$ cat src/rtl/reg_bank_arbiter.sv
// Register bank shared between an SPI write port and a core request port.
// One access per two cycles; SPI writes are buffered one deep, contention alternates.
module reg_bank_arbiter #(
    parameter int ADDR_W = 3,
    parameter int REG_W  = 8
) (
    input  logic                          clk,
    input  logic                          rstb,
    input  logic                          ena,
    input  logic [ADDR_W-1:0]             spi_addr,
    input  logic [REG_W-1:0]              spi_wdata,
    input  logic                          spi_wdv,
    output logic [REG_W-1:0]              spi_rdata,
    input  logic                          core_req,
    input  logic                          core_we,
    input  logic [ADDR_W-1:0]             core_addr,
    input  logic [REG_W-1:0]              core_wdata,
    output logic                          core_gnt,
    output logic [REG_W-1:0]              core_rdata,
    output logic                          core_rvalid,
    output logic [(2**ADDR_W)*REG_W-1:0]  regs_flat,
    output logic [7:0]                    status
);

    localparam int NREG = 2**ADDR_W;

    typedef enum logic [1:0] {
        IDLE     = 2'd0,
        SPI_WR   = 2'd1,
        CORE_ACC = 2'd2
    } state_t;

    state_t             state_q, state_d;
    logic [REG_W-1:0]   regs_q [NREG];
    logic [ADDR_W-1:0]  pend_addr_q;
    logic [REG_W-1:0]   pend_data_q;
    logic               pend_valid_q;
    logic               ovf_q;
    logic [4:0]         cnt_q;
    logic               last_spi_q;
    logic [REG_W-1:0]   spi_rdata_q;
    logic [REG_W-1:0]   core_rdata_q;
    logic               core_rvalid_q;

    logic               lock;
    logic               spi_served;
    logic               core_wr_en;
    logic               core_rd_en;
    logic               wr_en;
    logic [ADDR_W-1:0]  wr_addr;
    logic [REG_W-1:0]   wr_data;
    logic [REG_W-1:0]   wr_word;
    logic               clr_status;
    logic               contention;

    // Core handshake: core_req/we/addr/wdata are held stable until the cycle
    // core_gnt is high; the access completes at the end of that cycle.
    always_comb begin
        lock       = regs_q[0][7];
        spi_served = (state_q == SPI_WR);
        core_wr_en = (state_q == CORE_ACC) && core_we && !lock;
        core_rd_en = (state_q == CORE_ACC) && !core_we;
        wr_en      = spi_served || core_wr_en;
        wr_addr    = spi_served ? pend_addr_q : core_addr;
        wr_data    = spi_served ? pend_data_q : core_wdata;
        wr_word    = wr_data;
        // Clear-status bit is a strobe; it is never stored.
        if (wr_addr == '0) wr_word = {wr_data[REG_W-1:7], 1'b0, wr_data[5:0]};
        clr_status = wr_en && (wr_addr == '0) && wr_data[6];
        contention = (state_q == IDLE) && pend_valid_q && core_req;
    end

    always_comb begin
        state_d = IDLE;
        case (state_q)
            IDLE: begin
                if (pend_valid_q && core_req) state_d = last_spi_q ? CORE_ACC : SPI_WR;
                else if (pend_valid_q)        state_d = SPI_WR;
                else if (core_req)            state_d = CORE_ACC;
            end
            SPI_WR:   state_d = IDLE;
            CORE_ACC: state_d = IDLE;
            default:  state_d = IDLE;
        endcase
    end

    always_ff @(posedge clk) begin
        if (!rstb) begin
            state_q       <= IDLE;
            for (int i = 0; i < NREG; i++) regs_q[i] <= '0;
            pend_addr_q   <= '0;
            pend_data_q   <= '0;
            pend_valid_q  <= 1'b0;
            ovf_q         <= 1'b0;
            cnt_q         <= '0;
            last_spi_q    <= 1'b0;
            spi_rdata_q   <= '0;
            core_rdata_q  <= '0;
            core_rvalid_q <= 1'b0;
        end else if (ena) begin
            state_q       <= state_d;
            spi_rdata_q   <= regs_q[spi_addr];
            if (wr_en) regs_q[wr_addr] <= wr_word;
            core_rvalid_q <= core_rd_en;
            if (core_rd_en) core_rdata_q <= regs_q[core_addr];

            // A strobe in the serve cycle refills the buffer without overflow.
            if (spi_wdv) begin
                pend_addr_q  <= spi_addr;
                pend_data_q  <= spi_wdata;
                pend_valid_q <= 1'b1;
            end else if (spi_served) begin
                pend_valid_q <= 1'b0;
            end

            if (clr_status) ovf_q <= 1'b0;
            if (spi_wdv && pend_valid_q && !spi_served) ovf_q <= 1'b1;

            if (clr_status)                         cnt_q <= '0;
            else if (contention && cnt_q != 5'd31)  cnt_q <= cnt_q + 5'd1;

            if (spi_served)                 last_spi_q <= 1'b1;
            else if (state_q == CORE_ACC)   last_spi_q <= 1'b0;
        end
    end

    generate
        for (genvar g = 0; g < NREG; g++) begin : g_flat
            assign regs_flat[g*REG_W +: REG_W] = regs_q[g];
        end
    endgenerate

    assign status      = {ovf_q, pend_valid_q, lock, cnt_q};
    assign spi_rdata   = spi_rdata_q;
    assign core_rdata  = core_rdata_q;
    assign core_gnt    = (state_q == CORE_ACC) && ena;
    assign core_rvalid = core_rvalid_q && ena;

endmodule

$ cat config.mk
export PLATFORM = sky130hd
export DESIGN_NAME = reg_bank_arbiter
export DESIGN_NICKNAME = d
export VERILOG_FILES = /design/src/rtl/reg_bank_arbiter.sv
export SDC_FILE = /design/constraint.sdc
export NUM_CORES = 1
export LEC_CHECK = 0
export BUFFER_PORTS_ARGS = -buffer_cell sky130_fd_sc_hd__buf_2
export CAP_MARGIN = 5
export CORE_ASPECT_RATIO = 1.25
export CORE_UTILIZATION = 54
export DETAILED_ROUTE_END_ITERATION = 12
export HOLD_SLACK_MARGIN = 0.05
export PLACE_DENSITY = 0.8
export SLEW_MARGIN = 0
export SYNTH_ARGS = -nofsm -noshare
export SYNTH_HDL_FRONTEND = slang
export SYNTH_SLANG_ARGS = --single-unit
$ cat constraint.sdc
create_clock -name clk -period 2.5 [get_ports clk]
set_clock_uncertainty 0.2 [all_clocks]
set_input_delay 0.5 -clock clk [delete_from_list [all_inputs] [get_ports clk]]
set_output_delay 0.5 -clock clk [all_outputs]
set_load 0.01 [all_outputs]
==> PnR_summary.wiki <==
{| class="wikitable"
! Metric !! Value
|-
| Run status || complete, no violations
|-
| Worst Hold Slack || ~0.15 ns
|-
| Yosys top cell area share || a little under 40%
|-
| End-of-flow core utilization || around two thirds
|-
| Hold worst-path end || pend_data_q[1]
|-
| Synth cell types || 44
|-
| Worst hold stages || 3
|-
| Via count of the first global-routing pass || 3,865
|-
| Setup repair bufs after CTS || 0
|-
| Final wirelength || around 14 mm
|-
| Most common library cells after synthesis || nor2_1, edfxtp_1, nand2_1
|-
| Required time of the critical path || around 2.4 ns
|-
| Boundary pin count || 118
|-
| Starting density of the core || 55.9%
|-
| RSZ-0062 raised after global routing || no
|-
| Sequential area share after synthesis || between 50 and 60%
|-
| All-Layer GR Usage || a little under a third
|-
| Sum of negative setup slack || 0 ns
|-
| Number of cells produced by synthesis || slightly above 400
|-
| Clock Path Buffers || 2
|-
| DRT antenna net count || 0
|-
| Max-cap viol count || 0
|-
| Net count after synthesis || 446
|-
| Number of warnings reported in the yosys synthesis log || 0
|-
| Max FO, Critical Path || 10
|-
| Critical hold path startpoint || spi_wdata[1]
|-
| Overall die height || 108 um
|-
| Clock network latency to the later pin of the worst-skew pair || 0.37 ns
|-
| Number of antenna violations at the first check in global routing || 0
|-
| Yosys top cell by area || edfxtp_1
|-
| Final setup violating endpoints || 0
|-
| Number of inserted filler cells in the final layout || a little over 700
|-
| Met2 track utilization from global routing || 51.0%
|-
| Overflow after GRT || 0
|-
| Class of the most critical hold timing path || in -> reg
|-
| Period minus WS final || between 2 and 2.5 ns
|-
| Flip-flop cell with the highest count after synthesis || edfxtp_1
|-
| Post-route DRC || 0
|-
| Endpoint type of the worst setup path || flip-flop
|-
| Worst Reg-to-Reg Cells || 7
|-
| DP Wirelength || roughly 10 mm
|-
| Chip width || 87.1 um
|-
| Number of flops mapped to enable cells by yosys || 64
|-
| Busiest grt layer || met2
|-
| Syn Area/Cell || ~12 um2
|-
| Via count normalized by instance count || around 6
|-
| Antenna Cells || 0
|-
| Worst max-slew margin expressed relative to the limit || a little over three fifths
|-
| Number of buffers inserted by port buffering || around 120
|-
| Post-CTS clock slew at the launch and capture registers of the worst setup and hold paths || 0.09 ns
|-
| Biggest area contributors in the synthesized netlist || edfxtp_1, dfxtp_1, mux4_2, nor2_1, nand2_1
|-
| Worst-case register-to-register setup slack || approximately 0.11 ns
|-
| Crit Reg-Reg Endpoint || regs_q[6][5]
|-
| Period utilization || 95.4%
|-
| CTS H-tree depth || 3
|-
| Final-report hold violation count || 0
|-
| Share of async-settable or async-resettable flops after synthesis || 0%
|-
| Router iterations before antenna repair || 5
|-
| Number of DRC violations after detailed-routing iteration 0 || ~400
|-
| Power density relative to cell area || approximately 560 nW/um2
|-
| Total die area || approximately 9400 um2
|-
| Clock tree from TritonCTS || done
|-
| CTS buffer count || 9
|-
| Core footprint || roughly 9000 um2
|-
| Post-synthesis instance area || ~5000 um2
|-
| Worst IR drop on VDD || ~400 uV
|-
| Global routing met1 resource utilization || about 38%
|-
| Worst-margin pin slew || approximately 0.56 ns
|-
| Layout overhead on the synthesized area || 19.3%
|-
| Fraction of layout instances using a drive strength above 1 || between 30% and 40%
|-
| Layout Nets || roughly 570
|-
| Met3 global-route usage || under 10%
|-
| Via count || roughly 4,000
|-
| Leak || around 2.4 nW
|-
| Startpoint type of the worst setup path || flip-flop
|-
| Top-count cell post-synth || nor2_1
|-
| Row count || 38
|-
| Reg2reg start || state_q[1]
|-
| Number of pins exceeding their max-slew limit in the final report || 0
|-
| Placer congestion estimate || ~0.86
|-
| WL per Instance || 20.5 um
|-
| Endpoint arrival time on the critical path || between 2 and 2.5 ns
|-
| Number of sinks driven by the clock tree || 102
|-
| Number of synthesized register bits || roughly 100
|-
| Maximum clock frequency || 419 MHz
|-
| Pin count of the biggest net entering global routing || 33
|-
| Clock tree root driver cell || clkbuf_8
|-
| Global-route wire length before repair || 20.8 mm
|-
| Total power consumption of the routed design || approximately 3.3 mW
|-
| Type of the worst setup path || reg -> reg
|}
-- cells in the final DEF, fill, tap and decap left out, types with 10 or more instances in the layout --
cell	synthesis	routed
clkbuf_8	0	10
mux4_2	32	32
edfxtp_1	64	64
buf_2	4	117
a21oi_1	17	17
dfxtp_1	38	38
buf_4	6	23
nand2_1	49	49
o21ai_0	18	17
o22ai_1	16	16
nor2_1	82	82
-- routing by layer --
layer	part of all wire, %	vias to the layer above
met5	0	-
met4	5.1	0
met3	8.8	54
met2	51	248
met1	35	1911
li1	-	1783
-- kinds of logic after synthesis --
logic type / after synthesis / synth area share (%)
AOI/OAI and AO/OA: 68 / 8.88
muxes: 41 / 16.6
adders and majority gates: 5 / 1.28
and+or+nand+nor: 165 / 14.9
buffers and inverters: 31 / 3.43
other: 1 / 0.0767
DFF: 102 / 54.8
-- final cells by class --
| class | count | area, um2 | area share, % |
|---|---|---|---|
| tap | 120 | 150 | 2.57 |
| timing repair buffer | 140 | 758 | 13.0 |
| inverter | 8 | 30.0 | 0.515 |
| sequential | 102 | 2680 | 46.0 |
| clock buffer | 10 | 138 | 2.36 |
| clock inverter | 6 | 33.8 | 0.579 |
| multi-input combinational | 280 | 2040 | 35.0 |
-- power by group --
group	internal [mW]	total, mW	switching, mW
Clock	0.386	0.942	0.555
Combinational	0.177	0.422	0.244
Sequential	1.85	1.91	0.0582
-- what timing repair did --
item / CTS / global route
hold buffers: 0 / 0
resized for setup: 0 / 1
setup endpoints to repair: 0 / 8
-- worst max path at each step --
stage	from	endpoint	slack, ns
global route	state_q[1]	regs_q[2][0]	0.02
detailed placement	state_q[1]	regs_q[2][0]	0.06
global placement	state_q[1]	regs_q[2][3]	0.22
floorplan	state_q[1]	regs_q[1][0]	0.36
CTS	state_q[1]	regs_q[2][0]	0.04
finish	state_q[1]	regs_q[6][5]	0.11
-- critical path, cell delays in order (launching register included) --
cell and delay [ns]:
dfxtp_1 0.37, inv_1 0.07, ha_1 0.20, buf_4 0.18
nand2b_1 0.16, o21ai_0 0.45, nand2_2 0.12, nand2_1 0.30
-- state kept, by name, indices dropped and copies added, names as in the netlist --
signal / cells
core_rvalid_q: 1
ovf_q: 1
pend_valid_q: 1
core_rdata: 8
spi_rdata: 8
regs_q: 64
state_q: 2
last_spi_q: 1
cnt_q: 5
pend_data_q: 8
pend_addr_q: 3
-- through the flow --
| stage | cell area (um2) | cells | worst slack, ns |
|---|---|---|---|
| final | 5830 | 666 | 0.114 |
| after global routing | 5830 | 666 | 0.0197 |
| after CTS | 5830 | 666 | 0.0370 |
| after detailed placement | 5660 | 650 | 0.0638 |
| after global placement | 5660 | 650 | 0.224 |
| after floorplan | 4890 | 413 | 0.357 |
No activity file was read; power rests on OpenSTA's default activity.
